--- config.mk ---
export PLATFORM = sky130hd
export DESIGN_NAME = countdown_sequencer
export DESIGN_NICKNAME = d
export VERILOG_FILES = /design/src/rtl/countdown_pkg.sv /design/src/rtl/countdown_sequencer_dec_unit.sv /design/src/rtl/countdown_sequencer.sv
export SDC_FILE = /design/constraint.sdc
export NUM_CORES = 1
export LEC_CHECK = 0
export ABC_AREA = 1
export CAP_MARGIN = 10
export CORE_UTILIZATION = 35
export CTS_CLUSTER_SIZE = 8
export DETAILED_ROUTE_END_ITERATION = 10
export MAX_ROUTING_LAYER = met4
export PLACE_DENSITY = 0.61
export SLEW_MARGIN = 20
export SYNTH_ARGS = -nofsm -noshare
export SYNTH_HDL_FRONTEND = slang
export SYNTH_SLANG_ARGS = --single-unit
--- constraint.sdc ---
create_clock -name clk -period 2.2 [get_ports clk]
set_input_delay 0.44 -clock clk [delete_from_list [all_inputs] [get_ports clk]]
set_output_delay 0.44 -clock clk [all_outputs]
set_load 0.02 [all_outputs]
--- src/rtl/countdown_pkg.sv ---
// Shared state encodings and default sizing for the countdown sequencer.
package countdown_pkg;

  typedef enum logic [1:0] {
    ST_IDLE = 2'd0,
    ST_RUN  = 2'd1,
    ST_HOLD = 2'd2,
    ST_DONE = 2'd3
  } state_e;

  localparam int DEFAULT_WIDTH    = 8;
  localparam int DEFAULT_TICK_DIV = 4;

endpackage

--- src/rtl/countdown_sequencer_dec_unit.sv ---
// Combinational WIDTH-bit decrementer (y = a - 1) used as the countdown datapath.
module dec_unit
  import countdown_pkg::*;
#(
  parameter int WIDTH = DEFAULT_WIDTH
) (
  input  logic [WIDTH-1:0] a,
  output logic [WIDTH-1:0] y
);

  assign y = a - 1'b1;

endmodule

--- src/rtl/countdown_sequencer.sv ---
// Programmable countdown timer: one decrement every TICK_DIV cycles, with pause/abort and a done pulse.
// Optional auto-reload when COUNTDOWN_AUTO_RELOAD_EN is defined.
module countdown_sequencer
  import countdown_pkg::*;
#(
  parameter int WIDTH    = DEFAULT_WIDTH,
  parameter int TICK_DIV = DEFAULT_TICK_DIV
) (
  input  logic             clk,
  input  logic             rst_n,
  input  logic             load,
  input  logic [WIDTH-1:0] load_value,
  input  logic             start,
  input  logic             pause,
  input  logic             abort,
  output logic [WIDTH-1:0] count,
  output logic             busy,
  output logic             done
);

  localparam int PW = (TICK_DIV > 1) ? $clog2(TICK_DIV) : 1;
  localparam logic [PW-1:0] PRE_LAST = PW'(TICK_DIV - 1);

  state_e           state_q, state_d;
  logic [WIDTH-1:0] count_q, count_d;
  logic [PW-1:0]    pre_q, pre_d;
  logic [WIDTH-1:0] dec_y;
`ifdef COUNTDOWN_AUTO_RELOAD_EN
  logic [WIDTH-1:0] reload_q, reload_d;
`endif

  dec_unit #(.WIDTH(WIDTH)) u_dec (
    .a (count_q),
    .y (dec_y)
  );

  always_comb begin
    state_d = state_q;
    count_d = count_q;
    pre_d   = pre_q;
`ifdef COUNTDOWN_AUTO_RELOAD_EN
    reload_d = reload_q;
`endif
    case (state_q)
      ST_IDLE: begin
        if (abort) begin
          count_d = '0;
        end else if (load) begin
          count_d = load_value;
`ifdef COUNTDOWN_AUTO_RELOAD_EN
          reload_d = load_value;
`endif
        end else if (start) begin
          pre_d   = '0;
          state_d = (count_q == '0) ? ST_DONE : ST_RUN;
        end
      end
      // HOLD resumes on the same edge pause drops, advancing from the frozen prescaler.
      ST_RUN, ST_HOLD: begin
        if (abort) begin
          state_d = ST_IDLE;
          count_d = '0;
          pre_d   = '0;
        end else if (pause) begin
          state_d = ST_HOLD;
        end else begin
          state_d = ST_RUN;
          if (pre_q == PRE_LAST) begin
            pre_d   = '0;
            count_d = dec_y;
            if (dec_y == '0) state_d = ST_DONE;
          end else begin
            pre_d = pre_q + 1'b1;
          end
        end
      end
      ST_DONE: begin
        state_d = ST_IDLE;
`ifdef COUNTDOWN_AUTO_RELOAD_EN
        if (!abort && reload_q != '0) begin
          state_d = ST_RUN;
          count_d = reload_q;
          pre_d   = '0;
        end
`endif
      end
      default: state_d = ST_IDLE;
    endcase
  end

  always_ff @(posedge clk or negedge rst_n) begin
    if (!rst_n) begin
      state_q <= ST_IDLE;
      count_q <= '0;
      pre_q   <= '0;
`ifdef COUNTDOWN_AUTO_RELOAD_EN
      reload_q <= '0;
`endif
    end else begin
      state_q <= state_d;
      count_q <= count_d;
      pre_q   <= pre_d;
`ifdef COUNTDOWN_AUTO_RELOAD_EN
      reload_q <= reload_d;
`endif
    end
  end

  assign count = count_q;
  assign done  = (state_q == ST_DONE);
`ifdef COUNTDOWN_AUTO_RELOAD_EN
  assign busy = (state_q == ST_RUN) || (state_q == ST_HOLD) ||
                ((state_q == ST_DONE) && (reload_q != '0));
`else
  assign busy = (state_q == ST_RUN) || (state_q == ST_HOLD);
`endif

endmodule
==> results of run 1 <==
[layout make-up]
class / instances / area share [%]
multi-input cells: 84 / 41.2
flip-flops and latches: 12 / 25.8
repair buffers: 25 / 21.1
inverters: 20 / 6.89
well taps: 28 / 3.01
clock buffers: 3 / 1.94
[cells by family (layout without fill, tap and decap cells)]
logic type / after synthesis / count (layout) / synth area share, %
and+or+nand+nor: 50 / 50 / 26.1
AOI/OAI and AO/OA: 28 / 28 / 20.9
DFF: 12 / 12 / 34.6
adders and majority gates: 5 / 5 / 7.22
buffers and inverters: 21 / 48 / 10.1
xor gates and xnor gates: 1 / 1 / 1.01
[synth_stat cells]
library cell   n  area (um2)
a21oi_1        4        20.0
a31oi_1        1        6.26
clkbuf_4       1        7.51
dfrtp_1       12         300
ha_1           5        62.6
inv_1         17        63.8
inv_2          1        3.75
inv_4          2        12.5
nand2_1       21        78.8
nand2_4        1        11.3
nand3_1        8        40.0
nand3b_1       1        7.51
nand4_1        1        6.26
nor2_1        16        60.1
nor2_4         2        22.5
o21a_1         1        7.51
o21ai_0        7        35.0
o21ai_2        5        43.8
o22ai_1        9        56.3
o22ai_2        1        12.5
xor2_1         1        8.76
[stage by stage]
step,util [%],power (mW),area (um2),worst slack [ps],cells
6_report,51.1,1.92,1160,113,172
2_1_floorplan,-,1.37,867,461,117
3_5_place_dp,50.1,1.79,1140,372,169
5_1_grt,51.1,2.11,1160,36.6,172
4_1_cts,51.1,1.93,1160,89.5,172
3_3_place_gp,50.1,1.77,1140,418,169
[registers in the layout, summed over array words and instances, names as in the netlist]
register  count
pre_q         2
count         8
state_q       2
[power by group through the flow]
| stage | sequential, mW | clock [mW] | combinational [mW] |
|---|---|---|---|
| after floorplan | 0.449 | 0 | 0.921 |
| after global placement | 0.395 | 0 | 1.37 |
| after detailed placement | 0.397 | 0 | 1.39 |
| after CTS | 0.395 | 0.146 | 1.39 |
| after global routing | 0.407 | 0.155 | 1.55 |
| final | 0.396 | 0.135 | 1.39 |
[critical path, cell delays in order, from the launching register on]
cell and delay, ps:
dfrtp_1 380, inv_1 50, ha_1 320, clkdlybuf4s50_1 620
[metal layers]
layer,track usage (%),share of wire [%],vias to the layer above
li1,-,-,444
met5,-,0,-
met4,5.41,0.90,0
met3,5.56,5.6,2
met2,31.2,49,28
met1,21.6,45,401
[path summary, 6_finish.rpt]
path                               to        from  cells after the start  slack, ps
setup / recovery                 busy  state_q[1]                      3        110
hold / removal               pre_q[1]    pre_q[1]                      2        530
setup reg to reg             count[5]  state_q[0]                      7        480
hold reg to reg              pre_q[1]    pre_q[1]                      2        530
max in group asynchronous  state_q[0]       rst_n                      1       1280
min in group asynchronous  state_q[1]       rst_n                      1        540
==> results.cfg, run 1 <==
[grt]
grt_usage_pct = 18.6
grt_overflow = 0
grt_antenna_before_repair = 0
grt_pass1_wl_mm = 3.53
grt_pass1_vias = 811
grt_max_degree = 13

[layout]
layout_common_cells = clkdlybuf4s50_1, nand2_1, inv_1, nor2_1, dfrtp_1
multiInputGateArea_um2 = 479
drive_gt1_share_pct = 11.8
num-fill-cells = 224
nets = 165
diodes = 0
layout_commonest_cell = clkdlybuf4s50_1
syn_to_final_growth_pct = 34.1
seqCellArea_um2 = 300

[timing]
min_period_over_period_pct = 94.9
relSlewSlack_pct = 60.7
rsz0062_at_grt = no
holdWs_ps = 533
min_period_ps = 2090
setup_tns_ps = 0
clock_skew_ps = 4.55
report.final.slew_viol_count = 0
max_freq_ghz = 0.479
setup_violations = 0
worstMarginPinSlew_ps = 588
finalHoldViolations = 0

[cts]
clk_latency_ps = 270
clock-sinks = 12
cts_buffer_depth = 2
cts.clk_slew.worst_paths_ps = 80
numCtsBuffers = 3
tritoncts = built
post_cts_buffers = 0
ctsResizeCount = 0
cts_max_level = 1
cts-root-buf = clkbuf_4
ctsHoldBuffers = 0

[pwr]
switching_power_uw = 983
power_frac_seq_pct = 20.7
vdd_ir_drop_max_uv = 726
p_per_area_nw_per_um2 = 1650
switching_share_pct = 51.3
comb_power_share_pct = 72.3
power.share.clock_pct = 7.0
leakagePower_nw = 0.543
power.internal_uw = 934

[synth]
synth_nets = 136
synth_area_um2 = 867
syn_inst = 117
synth_warnings = 0
seq_area_frac_synth_pct = 34.6
synthDistinctLibCells = 21
ys_ff_latch = 12
avgSynthCellArea_um2 = 7.41

[worst_setup_path]
crit_path_end_kind = primary output
crit_required_ps = 1760
crit_path_max_fanout = 3
path_class = register to primary output
worst_ep_arrival_time_ps = 1650
start_kind = register

[floorplanning]
initial_core_util_pct = 38.1
die_area_um2 = 2680
rows = 17
io_pins = 24
die_x_um = 51.8
coreArea_um2 = 2280
dieHeight_um = 51.8

[placed_design]
gp_congestion = 0.906
dp_hpwl_mm = 1.61
portBuffers = 23

[drt]
vias_per_cell = 5.09
ant_nets = 0
drtIter0Drc = 31
wl_mm = 2.10
vias = 875
drc = 0
wire_per_inst_um = 12.2
first_pass_iters = 4

[job]
maxCapViolations = 0

[min_path]
hold_class = register to register

[status]
outcome = finished clean
(Power assumes the default switching activity.)
==> inputs of run 2 (changes only) <==
Settings changed: DONT_BUFFER_PORTS from default to 1, PLACE_DENSITY 0.61 to 0.49.
==> results.cfg, run 2 (synthesis gave the netlist of run 1 again) <==
[status]
outcome = finished clean

[min_path]
hold_class = primary input to register
hp-start = load_value[7]
min_path_cells = 2
hold_path_end = count[7]

[worst_setup_path]
crit_family = simple AND/OR/NAND/NOR gates
timing.rr.end = state_q[1]
r2r_slack_ps = 410
max_stage_delay_ps = 480
path_cells = inv_1 -> ha_1 -> inv_1 -> nand2_1 -> nand3b_1 -> nor2_1 -> nand2_1 -> nor2_1 -> nand2_1 -> nand2_1 -> nand2_1 -> a21oi_1
crit_required_ps = 2400
path_common_cell = nand2_1
crit_path_end_kind = register
path_buf_inv = 2
r2r_start = count[0]
worst_ep_arrival_time_ps = 1990
start_kind = register
slowest_stage = dfrtp_1
r2r_cells = 12
crit_path_max_fanout = 6
path_class = register to register

[cts]
ctsResizeCount = 0
numCtsBuffers = 3
cts_buffer_depth = 2
cts_max_level = 1
tritoncts = built
clk_latency_ps = 270
cts-root-buf = clkbuf_4
cts.clk_slew.worst_paths_ps = 80
clock-sinks = 12

[placed_design]
portBuffers = 0
dp_hpwl_mm = 1.66
gp_congestion = 0.858
postPlaceCellArea_um2 = 910

[drt]
drc = 0
wl_mm = 2.09
vias = 742
drtIter0Drc = 13
ant_nets = 0
vias_per_cell = 4.95
wire_per_inst_um = 13.9
first_pass_iters = 4

[layout]
drive_gt1_share_pct = 13.9
syn_to_final_growth_pct = 8.66
layout_commonest_cell = nand2_1
largest_reg_flops = 8
fin_area_um2 = 942
layout_common_cells = nand2_1, inv_1, nor2_1, dfrtp_1, o22ai_1
nets = 143
diodes = 0

[pwr]
p_per_area_nw_per_um2 = 1830
leakagePower_nw = 0.459
vdd_ir_drop_max_uv = 762

[grt]
grt_antenna_before_repair = 0
grt_pass1_wl_mm = 3.57
grt_pass1_vias = 799
grt_usage_pct = 19.1
grt_overflow = 0
grt_max_degree = 13

[floorplanning]
initial_core_util_pct = 38.1
dieHeight_um = 51.8
die_x_um = 51.8
die_area_um2 = 2680
rows = 17
io_pins = 24
coreArea_um2 = 2280

[timing]
report.final.slew_viol_count = 0
setup_tns_ps = 0
max_freq_ghz = 0.558
rsz0062_at_grt = no
relSlewSlack_pct = 59.8
min_period_ps = 1790
worstMarginPinSlew_ps = 601
clock_skew_ps = 6.88
min_period_over_period_pct = 81.5
setup_violations = 0
finalHoldViolations = 0

[job]
maxCapViolations = 0
run 2: what timing repair did:
item | 4_1_cts | 5_1_grt
buffers inserted | 0 | 0
hold endpoints to repair | 12 | 0
hold buffers | 1 | 0
run 2: cell type report:
class | instances | area [um2]
well taps | 28 | 35.0
inverters | 20 | 80.1
clock buffers | 3 | 22.5
repair buffers | 3 | 25.0
flip-flops and latches | 12 | 300
multi-input cells | 84 | 479
fillers | 234 | 1330
run 2: how the worst max path moves through the flow:
stage	cells after the start	from	endpoint
finish	12	count[0]	state_q[1]
global route	12	count[0]	state_q[1]
CTS	11	state_q[0]	count[6]
detailed placement	12	count[0]	state_q[1]
global placement	12	count[0]	state_q[1]
floorplan	11	state_q[1]	count[3]
run 2: metal layers:
layer / part of all wire [%] / global-route usage [%]
met1: 48 / 23.4
met3: 4.0 / 4.09
met5: 0 / -
met2: 47 / 31.0
met4: 0.81 / 6.76
run 2: power by group:
| part | internal (mW) | total, mW | switching, mW |
|---|---|---|---|
| Sequential | 0.315 | 0.465 | 0.150 |
| Clock | 0.0633 | 0.140 | 0.0768 |
| Combinational | 0.409 | 1.12 | 0.715 |
| Total | 0.787 | 1.73 | 0.941 |
run 2: per-stage QoR:
| step | util (%) | total power, mW | hold slack [ps] | setup slack (ps) | cells |
|---|---|---|---|---|---|
| global placement | 40.0 | 1.61 | 145 | 396 | 146 |
| floorplan | - | 1.37 | 144 | 461 | 117 |
| finish | 41.4 | 1.73 | 339 | 408 | 150 |
| global route | 41.4 | 1.95 | 334 | 208 | 150 |
| detailed placement | 40.0 | 1.60 | 145 | 394 | 146 |
| CTS | 41.4 | 1.76 | 326 | 380 | 150 |
==> inputs of run 3 (changes only) <==
Clock period 2.2 ns to 1.68 ns, I/O delays scaled along.
==> results.cfg, run 3 (synthesis gave the netlist of run 1 again) <==
[job]
maxCapViolations = 0

[timing]
max_freq_ghz = 0.621
report.final.slew_viol_count = 0
min_period_over_period_pct = 95.8
min_period_ps = 1610
finalHoldViolations = 0
relSlewSlack_pct = 59.3
rsz0062_at_grt = yes
setup_violations = 0
setup_ws_ps = 70.8
worstMarginPinSlew_ps = 608
clock_skew_ps = 3.00

[worst_setup_path]
slowest_stage = dfrtp_1
max_stage_delay_ps = 360
crit_required_ps = 1860
path_common_cell = nor2_4
crit_path_max_fanout = 8
path_cells = inv_1 -> ha_4 -> inv_2 -> nor2_4 -> inv_4 -> o21ai_2 -> nor2_4 -> buf_4 -> o22ai_1
start_kind = register
path_class = register to register
worst_ep_arrival_time_ps = 1790
crit_path_end_kind = register

[cts]
cts_max_level = 1
tritoncts = built
cts-root-buf = clkbuf_4
cts.clk_slew.worst_paths_ps = 80
clk_latency_ps = 260
cts_buffer_depth = 2
clock-sinks = 12
numCtsBuffers = 3

[drt]
ant_nets = 0
wire_per_inst_um = 13.3
wl_mm = 2.14
drtIter0Drc = 11
vias = 799
drc = 0
vias_per_cell = 4.99
first_pass_iters = 4

[layout]
largest_reg_flops = 8
nets = 153
layout_commonest_cell = nand2_1
layout_common_cells = nand2_1, inv_1, nor2_1, dfrtp_1, buf_4
final_util_pct = 46.6
diodes = 0
drive_gt1_share_pct = 25.8
syn_to_final_growth_pct = 22.4

[floorplanning]
dieHeight_um = 51.8
initial_core_util_pct = 38.1
die_area_um2 = 2680
die_x_um = 51.8
io_pins = 24
rows = 17
coreArea_um2 = 2280

[pwr]
power_frac_seq_pct = 20.4
leakagePower_nw = 0.513
vdd_ir_drop_max_uv = 1280
comb_power_share_pct = 73.0
power.internal_mw = 1.28
switching_share_pct = 50.9
p_per_area_nw_per_um2 = 2470
power.share.clock_pct = 6.7
switching_power_mw = 1.33
finalPower_mw = 2.62

[grt]
grt_overflow = 0
grt_pass1_vias = 781
grt_antenna_before_repair = 0
grt_pass1_wl_mm = 3.41
grt_max_degree = 13
grt_usage_pct = 17.9

[placed_design]
pre_cts_slack_ps = -8.63
dp_hpwl_mm = 1.63
portBuffers = 0
gp_congestion = 0.826

[status]
outcome = finished clean

[min_path]
hold_class = primary input to register
==> run 3: what timing repair did <==
item | in CTS | in global routing
endpoints found under the setup margin | 8 | 2
gates resized for setup | 2 | 9
setup buffers | 0 | 1
pin swaps | 0 | 1
hold buffers | 1 | 0
hold endpoints to repair | 12 | 0
==> run 3: cell type report <==
| cell class | instances | area (um2) |
|---|---|---|
| Clock buffer | 3 | 22.5 |
| Fill cell | 255 | 1210 |
| Inverter | 20 | 80.1 |
| Multi-Input combinational cell | 84 | 519 |
| Sequential cell | 12 | 300 |
| Tap cell | 28 | 35.0 |
| Timing Repair Buffer | 13 | 104 |
==> run 3: path summary, 6_finish.rpt <==
check / depth (start not counted) / start / end / slack (ps)
max: 9 / state_q[0] / count[7] / 70
min: 2 / load_value[5] / count[5] / 240
max reg2reg: 9 / state_q[0] / count[7] / 70
min reg2reg: 2 / pre_q[1] / pre_q[1] / 510
max in group asynchronous: 1 / rst_n / count[4] / 770
min in group asynchronous: 1 / rst_n / count[3] / 520
==> run 3: metal layers <==
layer | vias to the layer above | GRT usage [%] | part of all wire (%) | wire length (um)
li1 | 418 | - | - | -
met1 | 364 | 21.5 | 46 | 977
met2 | 15 | 30.5 | 49 | 1050
met3 | 2 | 2.34 | 4.5 | 97
met4 | 0 | 6.76 | 0.56 | 12
met5 | - | - | 0 | 0
==> run 3: critical path: cells and delay by family, from the launching register on <==
| family | cells | cell delay, ps |
|---|---|---|
| flip-flops | 1 | 360 |
| buffers and inverters | 4 | 360 |
| AO/OA/AOI/OAI | 2 | 320 |
| adder cells (fa/ha/maj) | 1 | 310 |
| AND/OR/NAND/NOR | 2 | 180 |
==> run 3: power by group through the flow <==
| stage | combinational (mW) | clock, mW | sequential (mW) |
|---|---|---|---|
| floorplan | 1.22 | 0 | 0.588 |
| global placement | 1.74 | 0 | 0.529 |
| detailed placement | 1.75 | 0 | 0.534 |
| CTS | 1.86 | 0.185 | 0.527 |
| global route | 2.13 | 0.193 | 0.551 |
| finish | 1.91 | 0.175 | 0.533 |
==> run 3: metrics by stage <==
| stage | setup TNS (ps) | hold slack, ps | cell area [um2] | std cells |
|---|---|---|---|---|
| floorplan | 0 | 40.4 | 870 | 117 |
| global placement | 0 | 40.9 | 980 | 155 |
| detailed placement | -9.81 | 40.9 | 980 | 155 |
| finish | 0 | 237 | 1060 | 160 |
| CTS | 0 | 228 | 1030 | 159 |
| global route | -27.7 | 237 | 1060 | 160 |
